<file path="src/rtl/imdct_subband_scheduler.sv">
// imdct_subband_scheduler
// Sequences the IMDCT stage over one compute/windowing/overlap engine shared by
// both channels: 32 subbands x 2 channels = 64 jobs, alternating ch0/ch1 per
// subband. Sideinfo is latched when the stage starts. For each job the block
// drives the channel, the granule base address (subband*18) and the effective
// block type, which accounts for mixed blocks.
//
// Optional feature: define IMDCT_SCHED_WATCHDOG_EN to enable a WAIT-state
// watchdog (WATCHDOG_CYCLES) that aborts a hung job, sets the sticky o_err
// and still completes the stage. Without the macro, o_err is tied to 0 and
// WAIT waits indefinitely.
//
// Engine handshake: o_eng_start is a single-cycle request. o_eng_channel,
// o_eng_base_addr and o_eng_block_type are valid in that cycle and stay stable
// until the next request. The engine answers with a single-cycle i_eng_done.
// i_eng_done is only honoured in WAIT; a pulse in any other state, including
// the request cycle itself, is dropped. i_stage_ready is only honoured in IDLE.
module imdct_subband_scheduler #(
  parameter int WATCHDOG_CYCLES = 1023
) (
  input  logic       clk,
  input  logic       rst,
  input  logic       i_stage_ready,
  input  logic [1:0] i_ch0_block_type,
  input  logic [1:0] i_ch1_block_type,
  input  logic       i_ch0_window_switching_flag,
  input  logic       i_ch1_window_switching_flag,
  input  logic       i_ch0_mixed_block_flag,
  input  logic       i_ch1_mixed_block_flag,
  output logic       o_eng_start,
  output logic       o_eng_channel,
  output logic [9:0] o_eng_base_addr,
  output logic [1:0] o_eng_block_type,
  input  logic       i_eng_done,
  output logic       o_busy,
  output logic       o_stage_done,
  output logic       o_err,
  output logic [1:0] o_dbg_state
);

  typedef enum logic [1:0] {
    S_IDLE  = 2'd0,
    S_ISSUE = 2'd1,
    S_WAIT  = 2'd2,
    S_DONE  = 2'd3
  } state_t;

  state_t     r_state;
  state_t     w_next;

  logic [4:0] r_subband;
  logic       r_channel;
  logic [1:0] r_ch0_bt;
  logic [1:0] r_ch1_bt;
  logic       r_ch0_ws;
  logic       r_ch1_ws;
  logic       r_ch0_mx;
  logic       r_ch1_mx;

  logic       w_accept;
  logic       w_job_done;
  logic       w_last_job;
  logic       w_timeout;

  logic       w_sel_ws;
  logic       w_sel_mx;
  logic [1:0] w_sel_bt;
  logic [9:0] w_sb_ext;

  assign w_accept   = (r_state == S_IDLE) && i_stage_ready;
  assign w_job_done = (r_state == S_WAIT) && i_eng_done;
  assign w_last_job = (r_subband == 5'd31) && r_channel;

`ifdef IMDCT_SCHED_WATCHDOG_EN
  localparam int CW = $clog2(WATCHDOG_CYCLES + 1);

  logic [CW-1:0] r_wd_cnt;
  logic          r_err;

  // Watchdog counter: cleared while issuing, counts each WAIT cycle
  always_ff @(posedge clk) begin
    if (rst) begin
      r_wd_cnt <= '0;
    end else if (r_state == S_ISSUE) begin
      r_wd_cnt <= '0;
    end else if (r_state == S_WAIT) begin
      r_wd_cnt <= r_wd_cnt + 1'b1;
    end
  end

  // Abort after WATCHDOG_CYCLES WAIT cycles with no answer from the engine
  assign w_timeout = (r_state == S_WAIT) && !i_eng_done &&
                     (r_wd_cnt == CW'(WATCHDOG_CYCLES - 1));

  // Sticky error flag, cleared only when a new stage is accepted
  always_ff @(posedge clk) begin
    if (rst) begin
      r_err <= 1'b0;
    end else if (w_accept) begin
      r_err <= 1'b0;
    end else if (w_timeout) begin
      r_err <= 1'b1;
    end
  end

  assign o_err = r_err;
`else
  assign w_timeout = 1'b0;
  assign o_err     = 1'b0;
`endif

  // State register
  always_ff @(posedge clk) begin
    if (rst) begin
      r_state <= S_IDLE;
    end else begin
      r_state <= w_next;
    end
  end

  // Next-state logic
  always_comb begin
    w_next = r_state;
    case (r_state)
      S_IDLE:  if (i_stage_ready) w_next = S_ISSUE;
      S_ISSUE: w_next = S_WAIT;
      S_WAIT: begin
        if (i_eng_done) begin
          w_next = w_last_job ? S_DONE : S_ISSUE;
        end else if (w_timeout) begin
          w_next = S_DONE;
        end
      end
      S_DONE:  w_next = S_IDLE;
      default: w_next = S_IDLE;
    endcase
  end

  // Outputs decoded from the state register
  always_comb begin
    o_eng_start  = (r_state == S_ISSUE);
    o_busy       = (r_state != S_IDLE);
    o_stage_done = (r_state == S_DONE);
    o_dbg_state  = r_state;
  end

  // Sideinfo latch and job position (subband, channel)
  always_ff @(posedge clk) begin
    if (rst) begin
      r_subband <= '0;
      r_channel <= 1'b0;
      r_ch0_bt  <= '0;
      r_ch1_bt  <= '0;
      r_ch0_ws  <= 1'b0;
      r_ch1_ws  <= 1'b0;
      r_ch0_mx  <= 1'b0;
      r_ch1_mx  <= 1'b0;
    end else if (w_accept) begin
      r_subband <= '0;
      r_channel <= 1'b0;
      r_ch0_bt  <= i_ch0_block_type;
      r_ch1_bt  <= i_ch1_block_type;
      r_ch0_ws  <= i_ch0_window_switching_flag;
      r_ch1_ws  <= i_ch1_window_switching_flag;
      r_ch0_mx  <= i_ch0_mixed_block_flag;
      r_ch1_mx  <= i_ch1_mixed_block_flag;
    end else if (w_job_done && !w_last_job) begin
      if (!r_channel) begin
        r_channel <= 1'b1;
      end else begin
        r_channel <= 1'b0;
        r_subband <= r_subband + 5'd1;
      end
    end
  end

  // Job descriptor: channel, base address and effective block type
  always_comb begin
    w_sel_ws = r_channel ? r_ch1_ws : r_ch0_ws;
    w_sel_mx = r_channel ? r_ch1_mx : r_ch0_mx;
    w_sel_bt = r_channel ? r_ch1_bt : r_ch0_bt;
    w_sb_ext = {5'd0, r_subband};

    o_eng_channel   = r_channel;
    // subband * 18 as a shift-add; the maximum 31*18 = 558 fits in 10 bits
    o_eng_base_addr = (w_sb_ext << 4) + (w_sb_ext << 1);

    // The two lowest subbands of a mixed block are always long blocks
    if (!w_sel_ws) begin
      o_eng_block_type = 2'd0;
    end else if (w_sel_mx && (r_subband < 5'd2)) begin
      o_eng_block_type = 2'd0;
    end else begin
      o_eng_block_type = w_sel_bt;
    end
  end

endmodule

</file>
<file path="config.mk">
export PLATFORM = sky130hd
export DESIGN_NAME = imdct_subband_scheduler
export DESIGN_NICKNAME = d
export VERILOG_FILES = /design/src/rtl/imdct_subband_scheduler.sv
export SDC_FILE = /design/constraint.sdc
export NUM_CORES = 1
export LEC_CHECK = 0
export CORE_ASPECT_RATIO = 0.8
export CORE_MARGIN = 3
export CORE_UTILIZATION = 40
export CTS_BUF_LIST = sky130_fd_sc_hd__clkbuf_4
export CTS_CLUSTER_DIAMETER = 40
export DETAILED_ROUTE_END_ITERATION = 8
export PLACE_DENSITY_LB_ADDON = 0.12
export RECOVER_POWER = 100
export SLEW_MARGIN = 20
export SYNTH_ARGS = -nofsm -noshare
export SYNTH_HDL_FRONTEND = slang
export SYNTH_SLANG_ARGS = --single-unit
</file>
<file path="constraint.sdc">
create_clock -name clk -period 1.63 [get_ports clk]
set_input_delay 0.326 -clock clk [delete_from_list [all_inputs] [get_ports clk]]
set_output_delay 0.326 -clock clk [all_outputs]
set_load 0.005 [all_outputs]
</file>
=== Word level (Yosys, flattened, before mapping) ===
Index checks and enable logic that the tools add are counted.

* Add/subtract/negate cells: 2
* Order comparisons: 1
* Equal/unequal tests: 6
* Multiplexer cells: 10
* Reductions and logical operators: 11

{| class="wikitable"
|+ Operators by type and width
! operator !! number
|-
| $mux 2 || 6
|-
| $add 9x6->10 || 1
|-
| $pmux 2 s4 || 1
|-
| $add 5x1->5 const B || 1
|-
| $eq 5x5->1 const B || 1
|-
| $logic_and 1x1->1 || 5
|-
| $lt 5x2->1 const B || 1
|-
| $eq 2x2->1 const B || 2
|-
| $ne 2x2->1 const B || 2
|-
| $reduce_and 2->1 || 2
|-
| $mux 1 || 3
|-
| $eq 2x1->1 const B || 1
|-
| $logic_not 2->1 || 1
|-
| $reduce_bool 2->1 || 1
|-
| $reduce_or 2->1 || 1
|-
| $logic_not 1->1 || 1
|}

* Register bits: 16
* Input bits: 12
* Output and inout bits: 19
* Logic and storage cells: 39

=== Logic depth before layout (Yosys ltp) ===
Gate-level depths: netlist of the first run.

* Depth in word-level cells: 5
* Mapped depth: 6
* Gate-level depth less buffers: 6

=== Worst setup path before layout of the first run ===
No wires, ideal clock.

* Path type: register -> register
* Start point: reg r_subband[0]
* End point: reg r_subband[3]
* Library setup time: 0.066 ns
* Arrival time: 1.717 ns
* Required time: 1.564 ns
* Slack: -0.153 ns
* Cell stages (with the launch flop): 7
* Buffers on the path: 0
* Period minus slack after synthesis: 1.783 ns
* Cells stage by stage: dfxtp_1 ha_1 and3_1 ha_1 nand2b_1 or4_4 a21oi_2

* Longest elaborated chain between the ends: 5
* Elaborated cells between the ends (all ways): 6
* Those cells by class: add/sub (1); eq/ne (1); reduce/logical (4)

{| class="wikitable"
|+ RTL lines
! element !! line !! text
|-
| from (decl) || 51 || <nowiki>logic [4:0] r_subband;</nowiki>
|-
| from (signal assigned) || 172 || <nowiki>r_subband <= r_subband + 5'd1;</nowiki>
|-
| $eq 5x5->1 || 72 || <nowiki>assign w_last_job = (r_subband == 5'd31) && r_channel;</nowiki>
|-
| $logic_and 1x1->1 || 72 ||
|-
| $logic_not 1->1 || 167 || <nowiki>end else if (w_job_done && !w_last_job) begin</nowiki>
|-
| $logic_and 1x1->1 || 167 ||
|-
| $reduce_and 2->1 (no source line) || -- ||
|}

Several ways; a longest one is shown, not always the timed one.
A chain may end at the register's enable or synchronous reset.

=== Final worst setup path of the first run ===
* Start point: reg r_subband[1]
* End point: out o_eng_block_type[0]

* Longest elaborated chain between the ends: 4

{| class="wikitable"
|+ RTL lines
! element !! line !! text
|-
| $lt 5x2->1 || 191 || <nowiki>end else if (w_sel_mx && (r_subband < 5'd2)) begin</nowiki>
|-
| $logic_and 1x1->1 || 191 ||
|-
| $mux 2 || 191 ||
|-
| $mux 2 || 189 || <nowiki>if (!w_sel_ws) begin</nowiki>
|-
| to (decl) || 33 || <nowiki>output logic [1:0] o_eng_block_type,</nowiki>
|}

Every way passes these cells.

==> impl_metrics.yaml, run 1 <==
yosys:
  ys_ff_latch: 16
  syn_inst: 112
  ys_seq_area_share_pct: 33.9
  synthMuxAreaShare_pct: 5.42
  ys.flop_type: "dfxtp_1"
  synthSimpleGateAreaFrac_pct: 27.5
  synth-async-reset-ratio_pct: 0
  synth_edf_count: 0
  synth_fa_ha_area_share_pct: 7.41
  yosys.area_share.xor_xnor_pct: 2.78
  synth_compound_area_share_pct: 14.2
  synth-warning-count: 0
  avgSynthCellArea_um2: 8.45
  synth_top_family_by_area: "simple AND/OR/NAND/NOR gates"
  netlist-cell-type-count: 38
  syn_area_um2: 946
timing:
  fin_skew_ps: 1.93
  hold_violations: 0
  layout_min_cycle_time_ps: 1900
  grt_setup_unrepaired: "yes"
  setup_slack_ps: -268
  setup_violations: 13
  maxSlewViolCount: 0
  setup_tns_ps: -2390
  fin_crit_sh_pct: 116
  clock.fmax_mhz: 527
  hold_slack_ps: 469
pwr:
  ir_drop_mv: 0.591
  power_mw: 0.793
  leakagePower_nw: 0.678
  power.density_nw_per_um2: 491
detailed_routing:
  wirelength_um: 2620
  ant_nets: 0
  vias: 954
  routedWlPerCell_um: 13.9
  drt_first_pass_iters: 4
  routed_via_density: 5.05
  drtIter0Drc: 46
  drc: 0
die:
  die_w_um: 60.4
  pin_count: 31
  dieArea_um2: 2990
  core-area_um2: 2200
  die_y_um: 49.5
  initial_core_util_pct: 43.1
  std_cell_rows: 15
grt:
  gr-total-overflow: 0
  grt_pass1_vias: 966
  antenna_found_initial: 0
  track_usage_pct: 18.2
  grt_pass1_wl_um: 4200
  grt_max_degree: 11
final_layout:
  design_area_um2: 1620
  drive_gt1_share_pct: 51.2
  antenna_cells: 0
  layout_commonest_cell: "nand2_1"
  nets: 182
  final_cell_mix: "nand2_1, buf_4, clkdlybuf4s50_1"
  area_delta_synth_final_pct: 70.8
  fin_cells: 189
setup_path:
  critPathKind: "flop to output port"
  crit_path_max_incr_delay_ps: 480
  cpLargestDelayFamily: "simple AND/OR/NAND/NOR gates"
  crit_path_end_kind: "output port"
  cp_cell_sequence: "buf_6 -> or4_4 -> o21ai_4 -> nor2_1 -> buf_2"
  cp.required_ps: 1300
  crit_path_start_kind: "flop"
  cp_num_buf_inv: 2
  worst-endpoint-arrival_ps: 1570
  cp_slowest_cell: "or4_4"
  cp_max_fo: 2
placement:
  portBuffers: 28
  place.gp.congestion: 0.832
  dp_cells: 174
  dp_hpwl_um: 1820
  placed_area_um2: 1360
clock_network:
  cts_buffer_depth: 2
  cts_buffers: 3
  clkLatencyLatePin_ps: 280
  cts_root_buf: "clkbuf_4"
  cts.sinks: 16
  cts_tree: "built"
  clk_pin_slew_ps: 100
  cts_max_level: 1
  cts_hold_buf: 0
run:
  maxCapViolCount: 0
run_status:
  outcome: "finished with violations"
  violations: "negative setup slack"
worst_hold_path:
  hold_path_class: "flop to flop"
-- repair_timing --
| action | in CTS | in global routing |
|---|---|---|
| gates resized for setup | 69 | 15 |
| setup buffers | 8 | 3 |
| pin swaps | 24 | 12 |
| endpoints found under the setup margin | 20 | 16 |
-- flip-flops by register name, summed over array words and instances (netlist names) --
name / cells
r_subband: 5
r_ch1_mx: 1
o_dbg_state: 2
r_ch1_ws: 1
r_ch1_bt: 2
r_ch0_mx: 1
r_ch0_bt: 2
r_ch0_ws: 1
o_eng_channel: 1
-- final timing paths --
kind / from / endpoint / slack (ps) / cells after the start
worst max register to register: r_subband[1] / r_subband[0] / -230 / 9
worst max-delay path: r_subband[1] / o_eng_block_type[0] / -270 / 5
worst min-delay path: r_ch1_ws / r_ch1_ws / 470 / 2
worst min register to register: r_ch1_ws / r_ch1_ws / 470 / 2
-- cell families after synthesis --
group | after synthesis
compound gates | 23
xor+xnor | 3
fa+ha+maj | 5
buf+inv | 14
flops | 16
mux | 5
other cells | 1
simple gates | 45
-- synthesized netlist by cell type (2+ instances only) --
cell type | n | area [um^2]
a21oi_1 | 13 | 65.1
buf_4 | 7 | 52.6
clkbuf_1 | 2 | 7.51
dfxtp_1 | 16 | 320
ha_1 | 4 | 50.1
inv_1 | 4 | 15.0
mux2i_1 | 4 | 40.0
nand2_1 | 19 | 71.3
nand3_1 | 3 | 15.0
nor2_1 | 5 | 18.8
nor2b_1 | 2 | 12.5
o21ai_0 | 3 | 15.0
o31ai_1 | 2 | 15.0
or4_1 | 2 | 15.0
xnor2_1 | 3 | 26.3
-- power by group --
part | leakage, nW | switching [mW] | total, mW | internal (mW)
registers | 0.135 | 0.0124 | 0.419 | 0.406
logic | 0.527 | 0.0708 | 0.156 | 0.0856
clock network | 0.0154 | 0.130 | 0.218 | 0.0889
total | 0.678 | 0.213 | 0.793 | 0.581
-- per-layer routing --
layer | global-route usage [%] | up-vias | wire [um]
li1 | - | 481 | -
met4 | 3.69 | 0 | 21
met1 | 21.3 | 447 | 1140
met5 | 0 | - | 0
met3 | 4.97 | 2 | 147
met2 | 32.4 | 24 | 1310
-- layout make-up --
class                   instances  area (um^2)
inverters                       4         15.0
repair buffers                 57          497
fillers                       162          581
clock inverters                 1         3.75
well taps                      25         31.3
multi-input cells              83          711
flip-flops and latches         16          335
clock buffers                   3         22.5
-- stage by stage --
stage | utilization (%) | worst slack (ps)
final | 73.6 | -268
after global routing | 73.6 | -333
after CTS | 69.9 | -277
after detailed placement | 62.0 | -416
after global placement | 62.0 | -376
after floorplan | - | 4.16
-- worst min-delay path, delay by kind of cell, from the launching register on --
| family | cells | cell delay, ps |
|---|---|---|
| AND/OR/NAND/NOR | 1 | 50 |
| flip-flops | 1 | 320 |
| AO/OA/AOI/OAI | 1 | 60 |
Power figures use the tool's default switching activity.
==> run 2, diff against run 1 <==
--- a/config.mk
+++ b/config.mk
@@ -11,6 +11,7 @@
 export CTS_BUF_LIST = sky130_fd_sc_hd__clkbuf_4
 export CTS_CLUSTER_DIAMETER = 40
 export DETAILED_ROUTE_END_ITERATION = 8
+export DONT_BUFFER_PORTS = 1
 export PLACE_DENSITY_LB_ADDON = 0.12
 export RECOVER_POWER = 100
 export SLEW_MARGIN = 20
==> impl_metrics.yaml, run 2 (synthesis results as in run 1) <==
worst_hold_path:
  hold_path_class: "input pin to flop"
  min_path_cells: 1
  worstHoldEndpoint: "r_ch1_bt[1]"
  worstHoldStart: "rst"
clock_network:
  clk_pin_slew_ps: 90
  cts_root_buf: "clkbuf_4"
  cts_max_level: 1
  cts_buffers: 3
  clkLatencyLatePin_ps: 280
  cts.sinks: 16
  cts_tree: "built"
  cts_buffer_depth: 2
die:
  die_w_um: 60.4
  dieArea_um2: 2990
  std_cell_rows: 15
  die_y_um: 49.5
  initial_core_util_pct: 43.1
  core-area_um2: 2200
  pin_count: 31
pwr:
  combPwrFrac_pct: 12.2
  ir_drop_mv: 0.636
  seq_power_share_pct: 58.6
  p_int_mw: 0.529
  leakagePower_nw: 0.474
  switching_power_mw: 0.181
  power.density_nw_per_um2: 570
  clkPwrFrac_pct: 29.2
  p_sw_share_pct: 25.5
setup_path:
  worst-endpoint-arrival_ps: 1470
  cpLargestDelayFamily: "simple AND/OR/NAND/NOR gates"
  crit_path_start_kind: "flop"
  cp_cell_sequence: "buf_6 -> or4_4 -> o21ai_4 -> nor2_2"
  cp.required_ps: 1300
  critPathKind: "flop to output port"
  rr_startpoint: "r_subband[0]"
  worst_r2r_path_depth: 8
  r2r-end: "r_subband[0]"
  crit_path_end_kind: "output port"
  cp_max_fo: 2
  crit_path_max_incr_delay_ps: 480
  reg2reg_slack_ps: -120
  cp_slowest_cell: "or4_4"
  cp_num_buf_inv: 1
timing:
  grt_setup_unrepaired: "yes"
  setup_tns_ps: -929
  setup_slack_ps: -166
  maxSlewViolCount: 0
  layout_min_cycle_time_ps: 1800
  fin_crit_sh_pct: 110
  fin_skew_ps: 0.544
  clock.fmax_mhz: 557
  hold_violations: 0
  slew_headroom_pct: 64.1
  worst_pin_slew_ps: 536
  setup_violations: 9
run:
  maxCapViolCount: 0
final_layout:
  layout_commonest_cell: "nand2_1"
  drive_gt1_share_pct: 46.8
  final_cell_mix: "nand2_1, dfxtp_1, a21oi_1, buf_4, buf_6"
  area_delta_synth_final_pct: 31.5
  antenna_cells: 0
  fin_cells: 149
  fillers: 188
  largest-register: "r_subband"
  largest_reg_flops: 5
  nets: 142
detailed_routing:
  wirelength_um: 2180
  ant_nets: 0
  drt_first_pass_iters: 4
  routed_via_density: 5.34
  vias: 795
  drtIter0Drc: 21
  routedWlPerCell_um: 14.6
  drc: 0
grt:
  track_usage_pct: 14.6
  antenna_found_initial: 0
  grt_pass1_vias: 737
  grt_max_degree: 12
  grt_pass1_wl_um: 3270
  gr-total-overflow: 0
placement:
  portBuffers: 0
  dp_cells: 138
  dp_hpwl_um: 1400
  place.gp.congestion: 0.820
run_status:
  outcome: "finished with violations"
  violations: "negative setup slack"
==> run 2: changes by cell type in the layout (fill, tap and decap cells not counted), moves of 2 or more <==
cell	before	now
buf_6	11	6
xnor2_2	0	2
buf_2	7	0
dfxtp_1	8	12
xnor2_1	3	1
nand3_1	1	3
clkdlybuf4s50_1	14	0
nor2_2	1	3
nand3_2	2	0
dfxtp_2	6	1
buf_4	18	10
nor2_1	4	2
dlygate4sd2_1	6	0
==> run 2: per-layer routing <==
metal | global-route usage, % | share of wire [%]
met2 | 22.8 | 45
met5 | 0 | 0
met3 | 5.50 | 6.2
met4 | 3.32 | 0.55
met1 | 18.8 | 48
==> run 2: power groups by stage <==
stage / clock [mW] / combinational [mW] / sequential [mW]
2_1_floorplan: 0 / 0.0742 / 0.426
3_3_place_gp: 0 / 0.0760 / 0.429
3_5_place_dp: 0 / 0.0774 / 0.430
4_1_cts: 0.217 / 0.0837 / 0.419
5_1_grt: 0.230 / 0.0987 / 0.419
6_report: 0.207 / 0.0868 / 0.416
==> run 2: timing repair <==
action                     in CTS  in global routing
pin swaps                       6                  6
setup endpoints to repair       8                 13
resized for setup              22                 15
hold buffers                    0                  0
setup buffers                   4                  3
==> run 2: through the flow <==
stage               instance area (um^2)  power (mW)  util (%)  worst slack [ps]  hold WS [ps]
floorplan                            980       0.500         -              4.16           433
global placement                    1020       0.505      46.5              5.89           396
detailed placement                  1020       0.507      46.5             -29.2           398
CTS                                 1170       0.720      53.1              -173          87.7
global route                        1240       0.748      56.6              -227          83.5
finish                              1240       0.709      56.6              -166           100
==> run 2: how the worst max path moves through the flow <==
stage                      start             endpoint  slack [ps]  cells after the start
CTS                 r_subband[3]  o_eng_block_type[1]        -170                      4
detailed placement  r_subband[1]         r_subband[3]         -30                      6
global placement    r_subband[1]         r_subband[3]           6                      6
finish              r_subband[3]  o_eng_block_type[0]        -170                      4
global route        r_subband[0]   o_eng_base_addr[8]        -230                      5
floorplan           r_subband[1]         r_subband[3]           4                      6
==> run 2: area by class of cell <==
cell class                 count  area [um^2]  share of cell area [%]
inverter                       4         15.0                    1.21
multi-input combinational     83          692                    55.6
clock buffer                   3         22.5                    1.81
clock inverter                 1         3.75                   0.302
tap                           25         31.3                    2.52
timing repair buffer          17          146                    11.8
sequential                    16          333                    26.8
==> run 2: worst register-to-register path, delay by kind of cell, from the launching register on <==
kind,cells,cell delay (ps)
compound gates,1,120
fa+ha+maj,2,310
buf+inv,2,250
flops,1,370
simple gates,3,650
==> run 3, diff against run 2 <==
--- a/config.mk
+++ b/config.mk
@@ -12,8 +12,10 @@
 export CTS_CLUSTER_DIAMETER = 40
 export DETAILED_ROUTE_END_ITERATION = 8
 export DONT_BUFFER_PORTS = 1
+export GPL_ROUTABILITY_DRIVEN = 1
 export PLACE_DENSITY_LB_ADDON = 0.12
 export RECOVER_POWER = 100
+export SETUP_SLACK_MARGIN = 0.4
 export SLEW_MARGIN = 20
 export SYNTH_ARGS = -nofsm -noshare
 export SYNTH_HDL_FRONTEND = slang
==> impl_metrics.yaml, run 3 (synthesis results as in run 1) <==
pwr:
  combPwrFrac_pct: 15.0
  leakagePower_nw: 0.479
  power.density_nw_per_um2: 586
  switching_power_mw: 0.196
  p_int_mw: 0.542
  power_mw: 0.738
  p_sw_share_pct: 26.5
  seq_power_share_pct: 55.7
  clkPwrFrac_pct: 29.3
  ir_drop_mv: 0.492
timing:
  grt_setup_unrepaired: "yes"
  clock.fmax_mhz: 551
  worst_pin_slew_ps: 528
  fin_crit_sh_pct: 111
  slew_headroom_pct: 64.7
  layout_min_cycle_time_ps: 1810
  setup_slack_ps: -184
  hold_violations: 0
  setup_violations: 10
  fin_skew_ps: 2.62
  maxSlewViolCount: 0
grt:
  grt_pass1_vias: 826
  grt_pass1_wl_um: 3800
  antenna_found_initial: 0
  track_usage_pct: 17.2
  grt_max_degree: 12
  gr-total-overflow: 0
detailed_routing:
  vias: 831
  routed_via_density: 5.61
  drc: 0
  routedWlPerCell_um: 16.3
  wirelength_um: 2410
  ant_nets: 0
  drt_first_pass_iters: 4
  drtIter0Drc: 29
placement:
  place.gp.congestion: 0.719
  dp_hpwl_um: 1500
  portBuffers: 0
  place_ws_ps: -6.61
  dp_cells: 136
final_layout:
  largest_reg_flops: 5
  nets: 141
  fillers: 194
  area_delta_synth_final_pct: 33.1
  drive_gt1_share_pct: 51.2
  multi_input_area_um2: 732
  final_util_pct: 57.3
  layout_commonest_cell: "nand2_1"
  antenna_cells: 0
  final_cell_mix: "nand2_1, dfxtp_1, a21oi_1"
  regArea_um2: 337
  largest-register: "r_subband"
  fin_cells: 148
worst_hold_path:
  hold_path_class: "input pin to flop"
  min_path_cells: 1
  worstHoldStart: "rst"
  worstHoldEndpoint: "r_ch0_mx"
die:
  die_w_um: 60.4
  die_y_um: 49.5
  std_cell_rows: 15
  dieArea_um2: 2990
  core-area_um2: 2200
  initial_core_util_pct: 43.1
  pin_count: 31
clock_network:
  cts_root_buf: "clkbuf_4"
  cts_tree: "built"
  cts_buffers: 3
  clk_pin_slew_ps: 90
  cts.sinks: 16
  cts_max_level: 1
  cts_buffer_depth: 2
  clkLatencyLatePin_ps: 290
setup_path:
  worst_r2r_path_depth: 7
  r2r-end: "r_subband[3]"
  rr_startpoint: "r_subband[0]"
  crit_path_end_kind: "output port"
  worst-endpoint-arrival_ps: 1490
  crit_path_start_kind: "flop"
  critPathKind: "flop to output port"
  cp.required_ps: 1300
  cp_max_fo: 2
  reg2reg_slack_ps: -120
run_status:
  outcome: "finished with violations"
  violations: "negative setup slack"
run:
  maxCapViolCount: 0
[run 3: how the worst max path moves through the flow]
stage	cells past startpoint	to	slack, ps	start
detailed placement	5	o_eng_base_addr[8]	-7	r_subband[3]
global route	5	o_eng_base_addr[8]	-230	r_subband[0]
floorplan	6	r_subband[3]	90	r_subband[1]
finish	5	o_eng_base_addr[8]	-180	r_subband[0]
global placement	6	r_subband[3]	50	r_subband[1]
CTS	5	o_eng_base_addr[8]	-200	r_subband[0]
[run 3: power by group through the flow]
stage	Sequential (mW)	Clock, mW	Combinational (mW)
2_1_floorplan	0.426	0	0.0816
3_3_place_gp	0.426	0	0.0863
3_5_place_dp	0.426	0	0.0884
4_1_cts	0.414	0.228	0.108
5_1_grt	0.413	0.241	0.124
6_report	0.411	0.216	0.111
[run 3: through the flow]
step	TNS, ps	area [um^2]	hold slack [ps]
2_1_floorplan	0	1020	433
3_3_place_gp	0	1020	397
3_5_place_dp	-6.61	1020	399
4_1_cts	-1110	1230	72.7
5_1_grt	-1630	1260	63.3
6_report	-1080	1260	85.0
[run 3: cell type report]
type / count / share of cell area [%]
clock buffer: 3 / 1.79
clock inverter: 1 / 0.298
inverter: 4 / 1.19
multi-input combinational: 84 / 58.2
sequential: 16 / 26.7
tap: 25 / 2.49
timing repair buffer: 15 / 9.34
[run 3: layer usage]
metal | share of wire [%] | routed length (um) | vias to the layer above | track usage, %
met4 | 1.6 | 39 | 0 | 7.01
met1 | 45 | 1080 | 401 | 22.1
met5 | 0 | 0 | - | 0
met3 | 6.8 | 163 | 4 | 7.33
met2 | 47 | 1130 | 25 | 24.8
li1 | - | - | 401 | -
[run 3: what timing repair did]
item / CTS / global route
setup buffers: 5 / 0
resized for setup: 33 / 13
setup endpoints to repair: 27 / 28
pin swaps: 9 / 5
hold buffers: 0 / 0
gates cloned: 2 / 1
[run 3: worst max-delay path, stage by stage (launching register included)]
cell	delay, ps
dfxtp_4	380
ha_4	140
inv_2	30
fa_2	380
nor2_4	140
xnor2_2	130
